**src/rtl/mips32_pkg.sv**
```systemverilog
// Shared types and constants for the pipe_MIPS32 front end.
// Holds opcode encodings, the IF/ID record and the fetch state enum.
// No logic lives here.
package mips32_pkg;

  // Opcode field values (ir[31:26])
  localparam logic [5:0] OP_ADD   = 6'h00;
  localparam logic [5:0] OP_SUB   = 6'h01;
  localparam logic [5:0] OP_AND   = 6'h02;
  localparam logic [5:0] OP_OR    = 6'h03;
  localparam logic [5:0] OP_SLT   = 6'h04;
  localparam logic [5:0] OP_MUL   = 6'h05;
  localparam logic [5:0] OP_LW    = 6'h08;
  localparam logic [5:0] OP_SW    = 6'h09;
  localparam logic [5:0] OP_ADDI  = 6'h0a;
  localparam logic [5:0] OP_SUBI  = 6'h0b;
  localparam logic [5:0] OP_SLTI  = 6'h0c;
  localparam logic [5:0] OP_BNEQZ = 6'h0d;
  localparam logic [5:0] OP_BEQZ  = 6'h0e;
  localparam logic [5:0] OP_HLT   = 6'h3f;

  // Record handed across the IF/ID boundary
  typedef struct packed {
    logic [31:0] ir;
    logic [31:0] npc;
  } if_id_t;

  typedef enum logic [1:0] {
    ST_IDLE,
    ST_RUN,
    ST_HALT
  } fetch_state_t;

  function automatic logic [5:0] opcode_of(input logic [31:0] ir);
    return ir[31:26];
  endfunction

endpackage

```
**src/rtl/fetch_queue.sv**
```systemverilog
// Two-entry FIFO with synchronous flush, occupancy count and full/empty flags.
// Latency: a pushed entry is visible at the head on the next cycle.
// Backpressure: none internally; the producer must not push when full without popping.
module fetch_queue #(
  parameter int W = 64
) (
  input  logic         clk1,
  input  logic         reset,
  input  logic         flush,
  input  logic         push,
  input  logic [W-1:0] push_dat,
  input  logic         pop,
  output logic [W-1:0] head_dat,
  output logic         full,
  output logic         empty,
  output logic [1:0]   count
);

  logic [W-1:0] mem0, mem1;
  logic         wr_ptr, rd_ptr;
  logic [1:0]   cnt;

  // Storage, pointers and count; flush wins over push/pop
  always_ff @(posedge clk1 or posedge reset) begin
    if (reset) begin
      mem0   <= '0;
      mem1   <= '0;
      wr_ptr <= 1'b0;
      rd_ptr <= 1'b0;
      cnt    <= 2'd0;
    end else if (flush) begin
      wr_ptr <= 1'b0;
      rd_ptr <= 1'b0;
      cnt    <= 2'd0;
    end else begin
      if (push) begin
        if (wr_ptr) mem1 <= push_dat;
        else        mem0 <= push_dat;
        wr_ptr <= ~wr_ptr;
      end
      if (pop) rd_ptr <= ~rd_ptr;
      case ({push, pop})
        2'b10:   cnt <= cnt + 2'd1;
        2'b01:   cnt <= cnt - 2'd1;
        default: cnt <= cnt;
      endcase
    end
  end

  // Head entry and status flags
  always_comb begin
    head_dat = rd_ptr ? mem1 : mem0;
    full     = (cnt == 2'd2);
    empty    = (cnt == 2'd0);
    count    = cnt;
  end

endmodule

```
**src/rtl/mips32_fetch_stage.sv**
```systemverilog
// Instruction fetch: PC, one-deep in-flight read tracking, 2-entry IF/ID queue, halt/redirect FSM.
// Latency: read issued in t, instruction valid to decode in t+2; redirect target valid in t+3.
// Backpressure: id_ready low holds up to 2 instructions; reads stop once queue+in-flight credit is used.
module mips32_fetch_stage
  import mips32_pkg::*;
#(
  parameter logic [31:0] RESET_PC = 32'h0,
  parameter logic [5:0]  HLT_OP   = OP_HLT
) (
  input  logic        clk1,
  input  logic        reset,
  output logic        imem_rd,
  output logic [31:0] imem_addr,
  input  logic [31:0] imem_rdata,
  input  logic        redirect,
  input  logic [31:0] redirect_pc,
  input  logic        id_ready,
  output logic        if_valid,
  output logic [31:0] if_ir,
  output logic [31:0] if_npc,
  output logic        halted
);

  fetch_state_t state, state_nxt;
  logic [31:0]  pc;
  logic         infl_vld;
  logic [31:0]  infl_npc;
  logic         push, pop, issue;
  logic         q_full, q_empty;
  logic [1:0]   q_count;
  logic [2:0]   used;
  if_id_t       push_dat, head_dat;

  // Handshake, credit and response steering
  always_comb begin
    pop      = !q_empty && !redirect && id_ready;
    // A response arriving after HLT was pushed (state already HALT) is dropped.
    push     = infl_vld && !redirect && (state == ST_RUN) && (!q_full || pop);
    // Counting this cycle's pop lets a steady stream issue one read per cycle.
    used     = {1'b0, q_count} + {2'b00, infl_vld} - {2'b00, pop};
    issue    = (state == ST_RUN) && !redirect && (used < 3'd2);
    push_dat = '{ir: imem_rdata, npc: infl_npc};
  end

  // Next-state logic: IDLE for one cycle, RUN until HLT is queued, redirect returns to RUN
  always_comb begin
    state_nxt = state;
    case (state)
      ST_IDLE: state_nxt = ST_RUN;
      ST_RUN:  if (push && (opcode_of(imem_rdata) == HLT_OP)) state_nxt = ST_HALT;
      ST_HALT: state_nxt = ST_HALT;
      default: state_nxt = ST_IDLE;
    endcase
    if (redirect) state_nxt = ST_RUN;
  end

  // State register
  always_ff @(posedge clk1 or posedge reset) begin
    if (reset) state <= ST_IDLE;
    else       state <= state_nxt;
  end

  // PC and in-flight read; redirect kills the outstanding read and reloads the PC
  always_ff @(posedge clk1 or posedge reset) begin
    if (reset) begin
      pc       <= RESET_PC;
      infl_vld <= 1'b0;
      infl_npc <= '0;
    end else if (redirect) begin
      pc       <= redirect_pc;
      infl_vld <= 1'b0;
    end else begin
      infl_vld <= issue;
      if (issue) begin
        pc       <= pc + 32'd1;
        infl_npc <= pc + 32'd1;
      end
    end
  end

  fetch_queue #(.W($bits(if_id_t))) u_queue (
    .clk1     (clk1),
    .reset    (reset),
    .flush    (redirect),
    .push     (push),
    .push_dat (push_dat),
    .pop      (pop),
    .head_dat (head_dat),
    .full     (q_full),
    .empty    (q_empty),
    .count    (q_count)
  );

  // Output drive
  always_comb begin
    imem_rd   = issue;
    imem_addr = pc;
    if_valid  = !q_empty && !redirect;
    if_ir     = head_dat.ir;
    if_npc    = head_dat.npc;
    halted    = (state == ST_HALT);
  end

endmodule

```
**config.mk**
```make
export PLATFORM = sky130hd
export DESIGN_NAME = mips32_fetch_stage
export DESIGN_NICKNAME = d
export VERILOG_FILES = /design/src/rtl/mips32_pkg.sv /design/src/rtl/fetch_queue.sv /design/src/rtl/mips32_fetch_stage.sv
export SDC_FILE = /design/constraint.sdc
export NUM_CORES = 1
export LEC_CHECK = 0
export CORE_MARGIN = 5
export CORE_UTILIZATION = 50
export DETAILED_ROUTE_END_ITERATION = 7
export GPL_ROUTABILITY_DRIVEN = 0
export PLACE_DENSITY = 0.77
export SLEW_MARGIN = 10
export SYNTH_ARGS = -nofsm -noshare
export SYNTH_HDL_FRONTEND = slang
export SYNTH_HIERARCHICAL = 1
export SYNTH_SLANG_ARGS = --single-unit
```
**constraint.sdc**
```tcl
create_clock -name clk1 -period 4.96 [get_ports clk1]
set_input_delay 0.992 -clock clk1 [delete_from_list [all_inputs] [get_ports clk1]]
set_output_delay 0.992 -clock clk1 [all_outputs]
set_load 0.01 [all_outputs]
```
== Yosys cells after proc, flatten, opt, wreduce, memory -nomap -nowiden ==
Cells that the tools add are included.

* Word-level logic and storage cells: 59
* Output and inout port bits: 99
* Register bits: 199
* Input port bits: 68

* Add/sub/neg operators: 5
* Eq/ne operators: 7
* Mux-type cells: 13
* Magnitude comparators: 1
* Bitwise logic cells: 3
* Reductions and logical operators: 21

{| class="wikitable"
|+ Operators by type and width
! kind !! number
|-
| $mux W32 || 2
|-
| $mux W64 || 1
|-
| $add A32 B1 Y32 const B || 1
|-
| $logic_and A1 B1 Y1 || 8
|-
| $eq A2 B2 Y1 const B || 3
|-
| $eq A6 B6 Y1 const B || 1
|-
| $mux W2 || 3
|-
| $pmux W2 S3 || 1
|-
| $reduce_and A3 Y1 || 2
|-
| $reduce_bool A2 Y1 || 3
|-
| $mux W1 || 5
|-
| $eq A2 B1 Y1 const B || 2
|-
| $logic_not A2 Y1 || 2
|-
| $pmux W2 S2 || 1
|-
| $add A2 B1 Y3 || 1
|-
| $logic_not A1 Y1 || 3
|-
| $lt A3 B2 Y1 const B || 1
|-
| $ne A3 B2 Y1 const B || 1
|-
| $not A1 Y1 || 3
|-
| $reduce_bool A3 Y1 || 1
|-
| $sub A3 B1 Y3 || 1
|-
| $add A2 B1 Y2 const B || 1
|-
| $reduce_and A2 Y1 || 1
|-
| $sub A2 B1 Y2 const B || 1
|-
| $logic_or A1 B1 Y1 || 1
|}

== Logic depth before layout (Yosys ltp) ==
Gate-level depths: netlist of run 1.

* Depth after elaboration: 10
* Mapped depth: 12
* Depth with buffers taken out: 11

== Modules after synthesis ==
Netlist of run 1, hierarchy kept.

{| class="wikitable"
|+ By module, submodules not included
! module !! sequential area each (µm²) !! instances !! cells each !! area an instance (µm²)
|-
| fetch_queue || 3303.2 || 1 || 362 || 6047.0
|-
| mips32_fetch_stage || 1676.6 || 1 || 347 || 3449.6
|}

== Worst setup path after synthesis of run 1 ==
OpenSTA, ideal clock, no wires.

* Kind: input to output
* Start point: in id_ready
* End point: out imem_rd
* Stages: 10
* Required time: 3.968 ns
* Path slack: 0.791 ns
* Arrival time: 3.177 ns
* Path buffers: 3
* Cell sequence: nor3b_1 ha_1 nand2b_1 fa_1 xnor2_1 nand3_1 buf_6 buf_2 buf_2 inv_1

* Longest elaborated chain between the ends: 4

{| class="wikitable"
|+ Ends and longest elaborated chain
! element !! line !! RTL
|-
| from (decl) || mips32_fetch_stage.sv:17 || <nowiki>input logic id_ready,</nowiki>
|-
| $logic_and A1 B1 Y1 || mips32_fetch_stage.sv:36 || <nowiki>pop = !q_empty && !redirect && id_ready;</nowiki>
|-
| $sub A3 B1 Y3 || mips32_fetch_stage.sv:40 || <nowiki>used = {1'b0, q_count} + {2'b00, infl_vld} - {2'b00, pop};</nowiki>
|-
| $lt A3 B2 Y1 || mips32_fetch_stage.sv:41 || <nowiki>issue = (state == ST_RUN) && !redirect && (used < 3'd2);</nowiki>
|-
| $logic_and A1 B1 Y1 || mips32_fetch_stage.sv:41 ||
|-
| to (decl) || mips32_fetch_stage.sv:12 || <nowiki>output logic imem_rd,</nowiki>
|}

No other way between the ends.

== Worst setup path after layout of run 1 ==
* Start point: in id_ready
* End point: out imem_rd

* Longest elaborated chain between the ends: 4

{| class="wikitable"
|+ Ends and longest elaborated chain
! element !! line !! RTL
|-
| $logic_and A1 B1 Y1 || mips32_fetch_stage.sv:36 ||
|-
| named net pop || mips32_fetch_stage.sv:28 || <nowiki>logic push, pop, issue;</nowiki>
|-
| $sub A3 B1 Y3 || mips32_fetch_stage.sv:40 ||
|-
| $lt A3 B2 Y1 || mips32_fetch_stage.sv:41 ||
|-
| $logic_and A1 B1 Y1 || mips32_fetch_stage.sv:41 ||
|}

The timed path passes the listed nets, and every way through them passes these cells.

==> results of run 1 <==
layer usage:
layer	track usage, %	vias up	wire, microns
li1	-	2857	-
met2	29.78	195	9324
met1	28.43	2985	9869
met5	0	-	0
met4	4.527	0	245
met3	5.702	23	1344
power by group:
part	switching, mW	total, mW	internal (mW)
sequential	0.439	2.58	2.14
combinational	0.911	2.30	1.39
clock	0.623	1.41	0.783
total	1.97	6.28	4.31
cells by family after synthesis:
family	share of synthesized area [%]
flops	52.44
mux	25.59
simple gates	7.932
compound gates	6.100
buf+inv	3.940
xor+xnor	3.136
fa+ha+maj	0.8696
stage by stage:
| stage | total power, mW | worst slack (ns) | hold WS, ns |
|---|---|---|---|
| 2_1_floorplan | 3.870 | 0.4420 | 0.4641 |
| 5_1_grt | 6.666 | 0.1900 | 0.5123 |
| 6_report | 6.281 | 0.2859 | 0.5022 |
| 4_1_cts | 6.359 | 0.2791 | 0.5052 |
| 3_5_place_dp | 4.911 | 0.2891 | 0.4868 |
| 3_3_place_gp | 4.860 | 0.3184 | 0.4815 |
sequential cells by signal (all words and copies together), names as in the netlist:
| signal | cells |
|---|---|
| imem_addr | 32 |
| u_queue/mem0 | 64 |
| u_queue/rd_ptr | 1 |
| infl_npc | 32 |
| infl_vld | 1 |
| u_queue/wr_ptr | 1 |
| state | 2 |
| u_queue/mem1 | 64 |
| u_queue/count | 2 |
layout by cell type (no fill, tap or decap), types with 6 or more instances in the layout:
cell,instances
dfrtp_1,198
clkdlybuf4s50_1,165
mux2_2,134
mux2_4,60
nand2_1,46
o21ai_0,46
nor2_1,23
xnor2_1,18
clkbuf_16,17
xor2_1,16
a22oi_1,14
nand3_1,13
a221o_1,12
buf_4,12
nand4_1,8
inv_1,7
a21o_1,7
nor3b_1,6
nor4_1,6
worst min-delay path by stage:
stage / from / to / cells past startpoint
after floorplan: infl_npc[1]$_DFFE_PP0P_ / infl_npc[1]$_DFFE_PP0P_ / 2
after detailed placement: u_queue/mem1[9]$_DFFE_PP0P_ / u_queue/mem1[9]$_DFFE_PP0P_ / 1
after global placement: u_queue/mem1[1]$_DFFE_PP0P_ / u_queue/mem1[1]$_DFFE_PP0P_ / 1
after global routing: u_queue/mem1[52]$_DFFE_PP0P_ / u_queue/mem1[52]$_DFFE_PP0P_ / 1
final: u_queue/mem1[46]$_DFFE_PP0P_ / u_queue/mem1[46]$_DFFE_PP0P_ / 1
after CTS: u_queue/mem1[11]$_DFFE_PP0P_ / u_queue/mem1[11]$_DFFE_PP0P_ / 1
layout make-up:
cell class,instances,area share [%]
Clock inverter,11,1.171
Inverter,9,0.3270
Tap cell,234,2.469
Multi-Input combinational cell,460,35.09
Timing Repair Buffer,180,15.06
Sequential cell,199,42.00
Clock buffer,21,3.882
==> results.py, run 1 <==
metrics = {
    "worst_setup_path": {
        "critPathTopFamily": "buffers and inverters",
        "cp-startpoint": "id_ready",
        "cp.arrival_ns": 3.68,
        "cpPeakStageDelay_ns": 0.53,
        "crit_required_ns": 3.97,
        "worstRegToRegCells": 14,
        "r2r-end": "imem_addr[9]$_DFFE_PP0P_",
        "start_kind": "input pin",
        "path_cells": "clkdlybuf4s50_1 > nor3b_1 > ha_1 > nand2b_1 > fa_1 > xnor2_1 > nand3_4 > inv_1 > clkdlybuf4s50_1",
        "setup.worst_path.end_class": "output pin",
        "regToRegSetupSlack_ns": 1.04,
        "path_class": "input pin to output pin",
        "crit_slowest_cell": "clkdlybuf4s50_1",
        "r2r_start": "u_queue/count[1]$_DFFE_PP0P_",
        "critPathCapture": "imem_rd",
        "worst-path-buf-inv": 3,
        "crit_fanout": 2,
        "cp_common_cell": "clkdlybuf4s50_1",
        "path_depth": 9,
    },
    "routing": {
        "viasPerCell": 5.440,
        "first_iter_violations": 296,
        "dr_total_vias": 6060,
        "post_drt_wl_per_cell_microns": 18.66,
        "drt_pass1_iterations": 4,
        "final_antenna_net_count": 0,
        "drc": 0,
        "wirelength_mm": 20.78,
    },
    "synth": {
        "synth_edf_count": 0,
        "yosys.area.top_type": "dfrtp_1",
        "syn_avg_cell_area_sq_um": 13.39,
        "synth_cells": 709,
        "synth-seq-cells": 199,
        "synth_top_area_share_pct": 52.44,
        "syn_area_sq_um": 9497,
        "dominantRegCellSynth": "dfrtp_1",
        "synth.distinct_cells": 47,
        "yosysWarnings": 6,
        "synth.most_common_cell": "dfrtp_1",
        "synth_area_leaders": "dfrtp_1, mux2_2, mux2_4, o21ai_0, nand2_1",
        "ys_top_cells_by_count": "dfrtp_1, mux2_2, mux2_4",
        "ys_seq_area_share_pct": 52.44,
        "async_flop_share_pct": 100.0,
        "synth_nets": 783,
    },
    "timing": {
        "rsz0062_at_grt": "false",
        "max_freq_mhz": 213.9,
        "fin_tns_setup_ns": 0,
        "skew_ns": 0.008215,
        "hold_viol": 0,
        "setup_viol": 0,
        "min_period_ns": 4.674,
        "relSlewSlack_pct": 28.62,
        "post-route-period-util_pct": 94.24,
        "report.final.slew_viol_count": 0,
        "tightestPinTransition_ns": 1.071,
    },
    "cells_and_area": {
        "finalNetCount": 941,
        "final_core_util_pct": 63.40,
        "diodes": 0,
        "fin_area_sq_um": 11860,
        "multi_input_area_sq_um": 4161,
        "syn2layout_area_growth_pct": 24.89,
        "stdcell_count": 1114,
        "drive_gt1_share_pct": 29.20,
        "seq_area_sq_um": 4981,
        "fillers": 1460,
    },
    "floorplanning": {
        "pin_count": 167,
        "die_area_sq_um": 21850,
        "die_width_microns": 147.8,
        "die_h_microns": 147.8,
        "rows": 50,
        "core_area_sq_um": 18710,
        "start_util_pct": 50.77,
    },
    "power_and_ir_drop": {
        "p_leak_nw": 5.331,
        "irDropWorstVdd_v": 0.0002886,
        "p_per_area_nw_per_um2": 529.6,
    },
    "clock_tree": {
        "cts_made_buffers": 17,
        "cts.repair.resized": 0,
        "cts_sinks": 199,
        "cts_tree": "done",
        "root_buffer": "clkbuf_16",
        "cts_setup_buffers": 0,
        "cts_max_path_buffers": 2,
        "clk_pin_slew_worst_paths_ns": 0.07,
        "hold_buffers": 0,
        "clock_latency_ns": 0.43,
        "cts-htree-levels": 4,
    },
    "global_routing": {
        "antenna_found_initial": 0,
        "grt_pass1_wl_mm": 34.67,
        "grt.total_usage_pct": 19.71,
        "grt_max_degree": 121,
        "first_global_vias": 6445,
        "gr-total-overflow": 0,
    },
    "placement": {
        "placed_area_sq_um": 11260,
        "portBuffers": 166,
        "placedCellCount": 1082,
        "dp_hpwl_mm": 13.64,
    },
    "flow_run": {
        "drv_cap": 0,
    },
    "min_path": {
        "hold_class": "register to register",
    },
    "run_status": {
        "status": "finished clean",
    },
}
Power figures use the tool's default switching activity.
==> run 2: changes to the inputs <==
- PLACE_DENSITY: 0.77 -> 0.78
- RECOVER_POWER: unset -> 100
- REMOVE_ABC_BUFFERS: unset -> 1
- SYNTH_HIERARCHICAL: 1 -> unset
==> run 2 against run 1 <==
Net effect:
- the flow now finishes with violations (capacitance limit, slew limit)
- combinational power fell by 13%
- cell area is 2.5% lower
- routed wire length down 1.3%
- clock power about the same
- maximum frequency is 1.4% higher
- die area is 3.0% lower
- sequential share of layout area increased by 1.1 points
- cell count is 0.99% higher
- via count increased by 2.2%
- sequential power up 5%
- register-to-register slack better by 0.06 ns
- worst hold slack got worse by 0.020 ns
- critical path type unchanged
- largest cell class unchanged
==> results.py, run 2 <==
metrics = {
    "worst_setup_path": {
        "crit_fanout": 5,
        "path_class": "input pin to output pin",
        "crit_required_ns": 3.97,
        "critPathCapture": "imem_rd",
        "setup.worst_path.end_class": "output pin",
        "cp.arrival_ns": 3.62,
        "r2r-end": "imem_addr[7]$_DFFE_PP0P_",
        "worstRegToRegCells": 15,
        "regToRegSetupSlack_ns": 1.10,
        "cp-startpoint": "id_ready",
        "start_kind": "input pin",
        "r2r_start": "u_queue.count[1]$_DFFE_PP0P_",
    },
    "routing": {
        "wirelength_mm": 20.51,
        "route.met2.wl_mm": 9.666,
        "top_layer": "met4",
        "final_antenna_net_count": 0,
        "first_iter_violations": 374,
        "dr_total_vias": 6196,
        "post_drt_wl_per_cell_microns": 18.23,
        "viasPerCell": 5.508,
        "drc": 0,
        "drt_pass1_iterations": 4,
        "drt-met1-wl_mm": 9.663,
        "wl_met3_microns": 913,
    },
    "power_and_ir_drop": {
        "p_per_area_nw_per_um2": 531.0,
        "p_leak_nw": 5.206,
        "irDropWorstVdd_v": 0.0003320,
        "power_mw": 6.141,
    },
    "global_routing": {
        "gr-total-overflow": 0,
        "antenna_found_initial": 0,
        "grt_pass1_wl_mm": 34.29,
        "grt_max_degree": 150,
        "first_global_vias": 6476,
        "grt.total_usage_pct": 19.57,
    },
    "timing": {
        "min_period_ns": 4.611,
        "hold_viol": 0,
        "post-route-period-util_pct": 92.97,
        "setup_viol": 0,
        "relSlewSlack_pct": -104.6,
        "rsz0062_at_grt": "false",
        "skew_ns": 0.01240,
        "max_freq_mhz": 216.9,
        "finalWorstSetupSlack_ns": 0.3485,
        "tightestPinTransition_ns": 3.069,
        "report.final.slew_viol_count": 310,
    },
    "min_path": {
        "hold_class": "register to register",
        "min_path_cells": 1,
    },
    "placement": {
        "portBuffers": 166,
        "dpl_worst_slack_ns": 0.5142,
        "dp_hpwl_mm": 13.42,
    },
    "synth": {
        "yosys.area.top_type": "dfrtp_1",
        "synth.most_common_cell": "dfrtp_1",
        "yosysWarnings": 0,
        "async_flop_share_pct": 100.0,
        "synth.distinct_cells": 43,
        "synth-seq-cells": 199,
        "syn_avg_cell_area_sq_um": 12.52,
        "ys_top_cells_by_count": "dfrtp_1, mux2_2, nand2_1",
        "synth_cells": 734,
        "syn_area_sq_um": 9188,
        "synth_edf_count": 0,
        "synth_area_leaders": "dfrtp_1, mux2_2, mux2_1, nand2_1, o21ai_0",
        "dominantRegCellSynth": "dfrtp_1",
        "synth_top_area_share_pct": 54.20,
        "ys_seq_area_share_pct": 54.20,
    },
    "clock_tree": {
        "clock_latency_ns": 0.43,
        "root_buffer": "clkbuf_16",
        "clk_pin_slew_worst_paths_ns": 0.06,
        "cts-htree-levels": 4,
        "cts_sinks": 199,
        "cts_setup_buffers": 0,
        "cts_made_buffers": 17,
        "cts.repair.resized": 0,
        "cts_max_path_buffers": 2,
        "hold_buffers": 0,
        "cts_tree": "done",
    },
    "floorplanning": {
        "start_util_pct": 50.97,
        "die_area_sq_um": 21190,
        "die_width_microns": 145.6,
        "rows": 49,
        "pin_count": 167,
        "core_area_sq_um": 18020,
        "die_h_microns": 145.6,
    },
    "cells_and_area": {
        "largestRegisters": "u_queue.mem0 x64, u_queue.mem1 x64",
        "drive_gt1_share_pct": 20.98,
        "finalNetCount": 957,
        "diodes": 0,
        "seq_area_sq_um": 4981,
        "layout_commonest_cell": "dfrtp_1",
        "fillers": 1441,
        "multi_input_area_sq_um": 3938,
        "layout_common_cells": "dfrtp_1, mux2_2, dlygate4sd3_1",
        "syn2layout_area_growth_pct": 25.87,
    },
    "run_status": {
        "status": "finished with violations",
        "violations": "capacitance limit, slew limit",
    },
    "flow_run": {
        "drv_cap": 4,
    },
}
==> run 2: routing by layer <==
layer  vias up  GRT usage, %
met5         -             0
met4         0         5.131
met3        21         4.111
met2       177         31.25
met1      3080         27.48
li1       2918             -
==> run 2: cell families (layout without fill, tap and decap cells) <==
group	count (synthesis)	in the layout	share of synthesized area, %
buf+inv	53	215	2.969
simple gates	153	153	8.634
xor+xnor	38	38	3.622
flops	199	199	54.20
fa+ha+maj	6	6	0.8988
compound gates	93	93	6.142
mux	192	192	23.53
==> run 2: layout make-up <==
class | instances | area share, %
tap | 229 | 2.478
timing repair buffer | 174 | 14.79
sequential | 199 | 43.07
clock inverter | 13 | 1.461
multi-input combinational | 482 | 34.05
clock buffer | 19 | 3.830
inverter | 9 | 0.3246
==> run 2: worst min path at each step <==
stage                                  from  slack (ns)                           end
2_1_floorplan   u_queue.mem0[0]$_DFFE_PP0P_        0.45   u_queue.mem0[0]$_DFFE_PP0P_
3_3_place_gp   u_queue.mem0[42]$_DFFE_PP0P_        0.46  u_queue.mem0[42]$_DFFE_PP0P_
3_5_place_dp    u_queue.mem0[1]$_DFFE_PP0P_        0.47   u_queue.mem0[1]$_DFFE_PP0P_
4_1_cts         u_queue.mem0[1]$_DFFE_PP0P_        0.49   u_queue.mem0[1]$_DFFE_PP0P_
5_1_grt        u_queue.mem0[47]$_DFFE_PP0P_        0.49  u_queue.mem0[47]$_DFFE_PP0P_
6_report        u_queue.mem0[2]$_DFFE_PP0P_        0.48   u_queue.mem0[2]$_DFFE_PP0P_
==> run 2: power breakdown <==
part | switching, mW | internal (mW)
Combinational | 0.848 | 1.15
Sequential | 0.434 | 2.28
Clock | 0.613 | 0.817
==> run 2: metrics by stage <==
step | hold WS [ns] | setup TNS, ns | cell area [sq um] | std cells | utilization [%]
after floorplan | 0.4542 | -294.07 | 8949 | 690 | -
after global placement | 0.4627 | 0 | 11000 | 1093 | 61.04
after detailed placement | 0.4708 | 0 | 11000 | 1093 | 61.04
after CTS | 0.4863 | 0 | 11610 | 1125 | 64.44
after global routing | 0.4926 | 0 | 11560 | 1125 | 64.16
final | 0.4821 | 0 | 11560 | 1125 | 64.16
==> run 2: critical path: stages <==
cell and delay [ns]:
dlygate4sd3_1 0.61, nand2_1 0.12, inv_1 0.05, ha_1 0.25
nand2b_1 0.15, fa_1 0.37, xnor2_1 0.24, nand3_4 0.14
inv_1 0.08, dlygate4sd3_1 0.61
